[config.mk]
export PLATFORM = sky130hd
export DESIGN_NAME = instr_fetch
export DESIGN_NICKNAME = d
export VERILOG_FILES = /design/src/rtl/instr_fetch.sv
export SDC_FILE = /design/constraint.sdc
export NUM_CORES = 1
export LEC_CHECK = 0
export CORE_ASPECT_RATIO = 0.75
export CORE_MARGIN = 3
export CORE_UTILIZATION = 45
export CTS_CLUSTER_SIZE = 14
export DETAILED_ROUTE_END_ITERATION = 10
export PLACE_DENSITY = 0.73
export SYNTH_ARGS = -nofsm -noshare
export SYNTH_HDL_FRONTEND = slang
export SYNTH_SLANG_ARGS = --single-unit
[constraint.sdc]
create_clock -name clk -period 6.65 [get_ports clk]
set_clock_uncertainty 0.2 [all_clocks]
set_input_delay 1.995 -clock clk [delete_from_list [all_inputs] [get_ports clk]]
set_output_delay 1.995 -clock clk [all_outputs]
set_load 0.01 [all_outputs]
[src/rtl/instr_fetch.sv]
// instr_fetch: single-outstanding instruction fetch unit feeding a small FIFO buffer
module instr_fetch #(
    parameter int                ADDR_W   = 13,
    parameter int                DATA_W   = 16,
    parameter logic [ADDR_W-1:0] RESET_PC = 'h100,
    parameter int                MEM_LAT  = 2,
    parameter int                DEPTH    = 2
) (
    input  logic              clk,
    input  logic              rst,
    output logic [ADDR_W-1:0] mem_addr,
    output logic              mem_cs,
    output logic              mem_oe,
    output logic              mem_we,
    input  logic [DATA_W-1:0] mem_rdata,
    input  logic              redirect_valid,
    input  logic [ADDR_W-1:0] redirect_pc,
    input  logic              halt,
    output logic              instr_valid,
    output logic [DATA_W-1:0] instr,
    output logic [ADDR_W-1:0] instr_pc,
    input  logic              instr_ready
);
    localparam int PW = DEPTH > 1 ? $clog2(DEPTH) : 1;
    localparam int CW = $clog2(DEPTH + 1);
    localparam int LW = MEM_LAT > 1 ? $clog2(MEM_LAT) : 1;
    localparam logic [CW-1:0] FULL = CW'(DEPTH);
    localparam logic [LW-1:0] LAT_LOAD = LW'(MEM_LAT - 1);

    typedef enum logic {IDLE, WAIT} state_t;

    state_t              state;
    logic [ADDR_W-1:0]   pc;
    logic [LW-1:0]       lat;
    logic [CW-1:0]       count;
    logic [PW-1:0]       head;
    logic [PW-1:0]       tail;
    logic [DATA_W-1:0]   buf_instr [DEPTH];
    logic [ADDR_W-1:0]   buf_pc    [DEPTH];
    logic                push;
    logic                pop;

    function automatic logic [PW-1:0] nxt(input logic [PW-1:0] p);
        return (p == PW'(DEPTH - 1)) ? '0 : p + 1'b1;
    endfunction

    assign mem_we      = 1'b0;
    assign push        = (state == WAIT) && (lat == '0);
    assign pop         = (count != '0) && instr_ready;
    assign instr_valid = (count != '0);
    assign instr       = buf_instr[head];
    assign instr_pc    = buf_pc[head];

    // Fetch FSM, memory request outputs and FIFO bookkeeping; redirect overrides everything
    always_ff @(posedge clk or posedge rst) begin
        if (rst) begin
            state    <= IDLE;
            pc       <= RESET_PC;
            lat      <= '0;
            mem_addr <= '0;
            mem_cs   <= 1'b0;
            mem_oe   <= 1'b0;
            count    <= '0;
            head     <= '0;
            tail     <= '0;
        end else if (redirect_valid) begin
            state  <= IDLE;
            pc     <= {redirect_pc[ADDR_W-1:1], 1'b0};
            lat    <= '0;
            mem_cs <= 1'b0;
            mem_oe <= 1'b0;
            count  <= '0;
            head   <= '0;
            tail   <= '0;
        end else begin
            if (push) tail <= nxt(tail);
            if (pop) head <= nxt(head);
            count <= count + CW'(push) - CW'(pop);
            case (state)
                IDLE: if (!halt && count < FULL) begin
                    state    <= WAIT;
                    mem_addr <= pc;
                    mem_cs   <= 1'b1;
                    mem_oe   <= 1'b1;
                    lat      <= LAT_LOAD;
                end
                WAIT: if (lat == '0) begin
                    state  <= IDLE;
                    pc     <= pc + ADDR_W'(2);
                    mem_cs <= 1'b0;
                    mem_oe <= 1'b0;
                end else begin
                    lat <= lat - 1'b1;
                end
                default: state <= IDLE;
            endcase
        end
    end

    // Buffer storage; stale writes on flush/reset are harmless since count governs validity
    always_ff @(posedge clk) begin
        if (push) begin
            buf_instr[tail] <= mem_rdata;
            buf_pc[tail]    <= mem_addr;
        end
    end
endmodule

==> flow_summary.json, run 1 <==
{
  "drt_iter0_drc": 87,
  "fin_crit_sh_pct": 62.80,
  "outcome": "complete, no violations",
  "final_core_util_pct": 61.49,
  "drv_cap": 0,
  "cts_buffer_depth": 2,
  "p_total_w": 0.001600,
  "grt_max_degree": 32,
  "place_hpwl_microns": 4140,
  "route.antenna.remaining_nets": 0,
  "clk_pin_slew_ns": 0.08,
  "grt_overflow": 0,
  "gp_congestion": 0.7638,
  "cp_slowest_cell": "clkdlybuf4s50_1",
  "ios": 80,
  "ys_seq_elements": 87,
  "syn2layout_area_growth_pct": 31.07,
  "synth_top_cell_by_area": "edfxtp_1",
  "vias_per_cell": 4.862,
  "dp_worst_setup_slack_ns": 2.769,
  "clk_latency_ns": 0.34,
  "max-vdd-ir-drop_uv": 139.0,
  "hold_viol": 0,
  "place_inst": 391,
  "postSynthCellCount": 220,
  "ctsHoldBuffers": 0,
  "worstPathMaxFanout": 28,
  "stdcell_count": 407,
  "power_density_nw_per_um2": 351.6,
  "portBuffers": 75,
  "wl_met2_microns": 2963,
  "timing.setup.tns_ns": 0,
  "clock_sinks": 87,
  "hp-class": "register to register",
  "grt_usage_pct": 15.02,
  "die_h_microns": 82.06,
  "yosys.area.top_type_share_pct": 48.45,
  "fin_crit_ns": 4.176,
  "highest_layer": "met4",
  "synth-seq-area-share_pct": 70.84,
  "cts_tree": "yes",
  "cts-buffers-inserted": 9,
  "end_kind": "output pin",
  "worstSetupPathType": "register to output pin",
  "first_pass_iters": 4,
  "fin_nets": 338,
  "post_cts_buffers": 0,
  "core.rowCount": 27,
  "diodes": 0,
  "wirelength_microns": 6122,
  "fin_ws_ns": 2.474,
  "maxSlewHeadroom_pct": 41.38,
  "avgSynthCellArea_sq_um": 15.78,
  "path_cells": "buf_4 -> mux2_2 -> clkdlybuf4s50_1",
  "start_util_pct": 46.91,
  "htree_levels": 3,
  "coreArea_sq_um": 7398,
  "met3_length_microns": 365,
  "slew_viol_final": 0,
  "grt_pass1_wl_microns": 9646,
  "drc": 0,
  "avgRoutedWirePerCell_microns": 15.04,
  "synth_warnings": 0,
  "antenna_found_initial": 0,
  "grt_pass1_vias": 1919,
  "dieArea_sq_um": 8814,
  "cp_num_buf_inv": 2,
  "max_stage_delay_ns": 0.49,
  "synth_area_leaders": "edfxtp_1 (48%), dfrtp_1 (22%), mux2_2 (13%), xor2_1 (2.0%), nand2_1 (1.6%)",
  "rsz0062_at_grt": "false",
  "synth_area_sq_um": 3471,
  "start_kind": "register",
  "die_w_microns": 107.4,
  "critical-path-top-delay-family": "buffers and inverters",
  "ctsResizeCount": 0,
  "setup_viol_count_final": 0,
  "ys_types": 31,
  "cp_data_arrival_time_ns": 1.98,
  "fmax_mhz": 239.4,
  "cts_root_buffer": "clkbuf_8",
  "drive_gt1_share_pct": 21.57,
  "leakage_nw": 1.666,
  "cp_data_required_time_ns": 4.45,
  "met1Wirelength_microns": 2702,
  "worst_slew_pin_slew_ns": 0.8772,
  "vias": 1979
}
==> cells by family (layout without fill, tap and decap cells) <==
group           Yosys count  in the layout  share of synthesized area, %
flops                    87             87                         70.84
simple gates             44             44                         6.525
mux                      42             42                         13.59
buf+inv                  16            100                         2.271
xor+xnor                 14             14                         3.533
compound gates           13             13                         2.055
fa+ha+maj                 3              3                         1.082
other cells               1              3                        0.1080
==> cell usage in the layout (no fill, tap or decap), drive strengths merged, types with 3 or more instances in the layout <==
cell type and count:
clkdlybuf4s50 75, edfxtp 56, mux2 41, dfrtp 30, nand2 15, o21ai 10
clkbuf 10, xor2 8, nor2 8, xnor2 6, buf 5, inv 4
nand4 4, and2 3, nor3 3, ha 3, conb 3
==> Yosys cell counts (all sizes together) <==
| library cell | number |
|---|---|
| nor2b | 2 |
| xor2 | 8 |
| nor2 | 8 |
| or4 | 1 |
| edfxtp | 56 |
| xnor2 | 6 |
| a21oi | 1 |
| ha | 3 |
| and2 | 3 |
| inv | 4 |
| o211ai | 1 |
| clkbuf | 5 |
| or2 | 1 |
| o21ai | 10 |
| nand3 | 2 |
| mux2 | 41 |
| nand2 | 15 |
| dfstp | 1 |
| a31o | 1 |
| nand3b | 1 |
| and4b | 1 |
| dfrtp | 30 |
| conb | 1 |
| and4 | 1 |
| nand4 | 4 |
| buf | 7 |
| nor3 | 3 |
| nor4 | 2 |
| mux2i | 1 |
==> layer usage <==
layer	up-vias	global-route usage (%)
met5	-	0
met4	0	6.431
met3	7	5.263
met2	56	24.16
met1	958	18.69
li1	958	-
==> stage by stage <==
stage,instance area (sq um),hold WS (ns)
after floorplan,3478,0.2942
after global placement,4337,0.2766
after detailed placement,4337,0.2891
after CTS,4549,0.3029
after global routing,4549,0.3191
final,4549,0.2951
==> flip-flops by register name (all words and copies together) (netlist names) <==
signal and flops:
buf_instr 32, mem_addr 12, head 1, state 1
tail 1, count 2, lat 1, mem_oe 1
pc 12, buf_pc 24
==> path summary, 6_finish.rpt <==
| check | from | end | slack [ns] | depth (start not counted) |
|---|---|---|---|---|
| setup / recovery | head | instr_pc[5] | 2.47 | 3 |
| hold / removal | mem_addr[5] | buf_pc[1][5] | 0.30 | 0 |
| setup reg to reg | state | buf_pc[0][11] | 4.20 | 3 |
| hold reg to reg | mem_addr[5] | buf_pc[1][5] | 0.30 | 0 |
| max in group asynchronous | rst | pc[8] | 4.10 | 3 |
| min in group asynchronous | rst | pc[5] | 1.83 | 3 |
==> cell type report <==
cell class | count | area, sq um
clock inverters | 6 | 85.08
fillers | 586 | 2849
flip-flops and latches | 87 | 2459
well taps | 101 | 126.4
inverters | 4 | 15.01
multi-input cells | 119 | 948.4
repair buffers | 80 | 788.3
clock buffers | 10 | 127.6
==> power by group <==
| part | total, W | switching, W | internal, W |
|---|---|---|---|
| clock network | 0.000382 | 0.000172 | 0.000210 |
| registers | 0.000748 | 0.0000617 | 0.000686 |
| logic | 0.000470 | 0.000186 | 0.000284 |
==> worst register-to-register path: stages, from the launching register on <==
cell and delay [ns]:
dfrtp_1 0.47, nor2b_1 0.46, inv_1 0.22, nor2_4 0.71
Note: power is estimated with default switching activity, not from simulation.
==> inputs of run 2 (changes only) <==
PLACE_DENSITY = 0.76   (was 0.73)
clock period = 3.57 ns   (was 6.65 ns; I/O delays follow)
==> run 2 against run 1 <==
- worst hold slack lost 0.00094 ns
- die area is the same
- sequential power grew 87%
- register-to-register slack lost 3.1 ns
- power grew 85%
- core utilization is essentially flat
- global-route usage grew 0.48 points
- via count grew 1.7%
- sequential share of layout area is essentially flat
- flip-flop and latch count is the same
- non-clock buffer count grew 1
- first-iteration DRC count grew 6.9%
- largest power group unchanged
==> flow_summary.json, run 2 (synthesis results as in run 1) <==
{
  "outcome": "complete, no violations",
  "stdcell_count": 408,
  "fmax_mhz": 321.4,
  "place_hpwl_microns": 4399,
  "pwr-share-seq_pct": 47.1,
  "start_kind": "register",
  "start_util_pct": 46.91,
  "grt_max_degree": 32,
  "leakage_nw": 1.672,
  "hold_viol": 0,
  "coreArea_sq_um": 7398,
  "hold_path_depth": 0,
  "multi_input_area_sq_um": 948.4,
  "maxSlewHeadroom_pct": 44.16,
  "grt_pass1_wl_microns": 10270,
  "rr_worst_depth": 3,
  "cts-buffers-inserted": 9,
  "final_cell_mix": "clkdlybuf4s50_1 (75), edfxtp_1 (56), mux2_2 (41)",
  "largest_reg_flops": 32,
  "grt_overflow": 0,
  "slew_viol_final": 0,
  "vias": 2012,
  "worst_slew_pin_slew_ns": 0.8357,
  "worstSetupPathType": "register to output pin",
  "grt_usage_pct": 15.50,
  "drt_iter0_drc": 93,
  "syn2layout_area_growth_pct": 31.04,
  "regMostFlops": "buf_instr",
  "final_common_cell": "clkdlybuf4s50_1",
  "avgRoutedWirePerCell_microns": 15.49,
  "switchingPower_w": 0.0008224,
  "end_kind": "output pin",
  "vias_per_cell": 4.931,
  "fillers": 575,
  "cp_data_arrival_time_ns": 1.84,
  "core.rowCount": 27,
  "max-vdd-ir-drop_uv": 273.3,
  "fin_crit_sh_pct": 87.14,
  "timing.setup.tns_ns": 0,
  "antenna_found_initial": 0,
  "cts_buffer_depth": 2,
  "rsz0062_at_grt": "false",
  "diodes": 0,
  "setup_viol_count_final": 0,
  "rrSetupSlack_ns": 1.13,
  "worstPathMaxFanout": 18,
  "grt_pass1_vias": 2065,
  "drive_gt1_share_pct": 21.82,
  "cp_data_required_time_ns": 2.30,
  "cts_root_buffer": "clkbuf_8",
  "ctsHoldBuffers": 0,
  "drv_cap": 0,
  "p_total_w": 0.002966,
  "gp_congestion": 0.7319,
  "clk_pin_slew_ns": 0.09,
  "layout.area.seq_sq_um": 2459,
  "p_clk_share_pct": 23.2,
  "timing.rr.start": "state",
  "ctsResizeCount": 0,
  "cts_tree": "yes",
  "route.antenna.remaining_nets": 0,
  "p_int_w": 0.002144,
  "ios": 80,
  "fin_crit_ns": 3.111,
  "drc": 0,
  "regToRegEndpoint": "buf_pc[0][3]",
  "hp-class": "register to register",
  "power_density_nw_per_um2": 652.2,
  "switching_share_pct": 27.73,
  "fin_nets": 339,
  "min_to": "buf_pc[1][12]",
  "htree_levels": 3,
  "wirelength_microns": 6321,
  "first_pass_iters": 4,
  "die_w_microns": 107.4,
  "clk_latency_ns": 0.35,
  "clock_sinks": 87,
  "die_h_microns": 82.06,
  "place_inst": 392,
  "dieArea_sq_um": 8814,
  "largestRegisters": "buf_instr (32), buf_pc (24)",
  "combPwrFrac_pct": 29.8,
  "post_cts_buffers": 0,
  "portBuffers": 75,
  "hold_start": "mem_addr[12]"
}
## run 2: cell types whose count changed in the layout (fill, tap and decap cells not counted)
cell	previous run	this run
inv_6	0	1
inv_8	0	1
clkinv_4	0	3
clkinv_2	2	0
bufinv_16	2	1
clkinvlp_4	2	0
buf_4	5	6
clkinv_1	0	1
clkbuf_1	1	0
## run 2: worst max-delay path, cell delays in order (launching register included)
cell and delay, ns:
dfrtp_1 0.35, buf_4 0.27, mux2_2 0.37, clkdlybuf4s50_1 0.49
## run 2: per-layer routing
layer	share of wire, %	up-vias	global-route usage, %
li1	-	957	-
met4	0.87	0	4.288
met1	45	997	19.59
met3	5.8	4	5.656
met5	0	-	0
met2	49	54	25.53
## run 2: metrics by stage
step	hold WS, ns	cell area, sq um	utilization (%)	setup slack, ns
6_report	0.2942	4548	61.47	0.4591
5_1_grt	0.3281	4548	61.47	0.3701
4_1_cts	0.3005	4548	61.47	0.4286
3_5_place_dp	0.2849	4344	58.72	0.7540
3_3_place_gp	0.2763	4344	58.72	0.7822
2_1_floorplan	0.2942	3478	-	0.9833
## run 2: area by class of cell
| type | instances | share of cell area [%] |
|---|---|---|
| sequential | 87 | 54.06 |
| tap | 101 | 2.779 |
| inverter | 4 | 0.3301 |
| clock inverter | 7 | 1.761 |
| timing repair buffer | 81 | 17.50 |
| multi-input combinational | 119 | 20.85 |
| clock buffer | 9 | 2.724 |
## run 2: worst max-delay path by stage
stage | startpoint | to | slack (ns) | cells past startpoint
global placement | instr_ready | count[1] | 0.78 | 8
finish | head | instr_pc[5] | 0.46 | 3
global route | head | instr_pc[5] | 0.37 | 3
floorplan | state | buf_instr[0][0] | 0.98 | 4
detailed placement | instr_ready | count[1] | 0.75 | 8
CTS | head | instr_pc[5] | 0.43 | 3
## run 2: power by group through the flow
stage | clock network (W) | registers, W | logic (W)
2_1_floorplan | 0 | 0.00142 | 0.000411
3_3_place_gp | 0 | 0.00140 | 0.000883
3_5_place_dp | 0 | 0.00142 | 0.000894
4_1_cts | 0.000705 | 0.00140 | 0.000900
5_1_grt | 0.000762 | 0.00142 | 0.000952
6_report | 0.000687 | 0.00140 | 0.000883
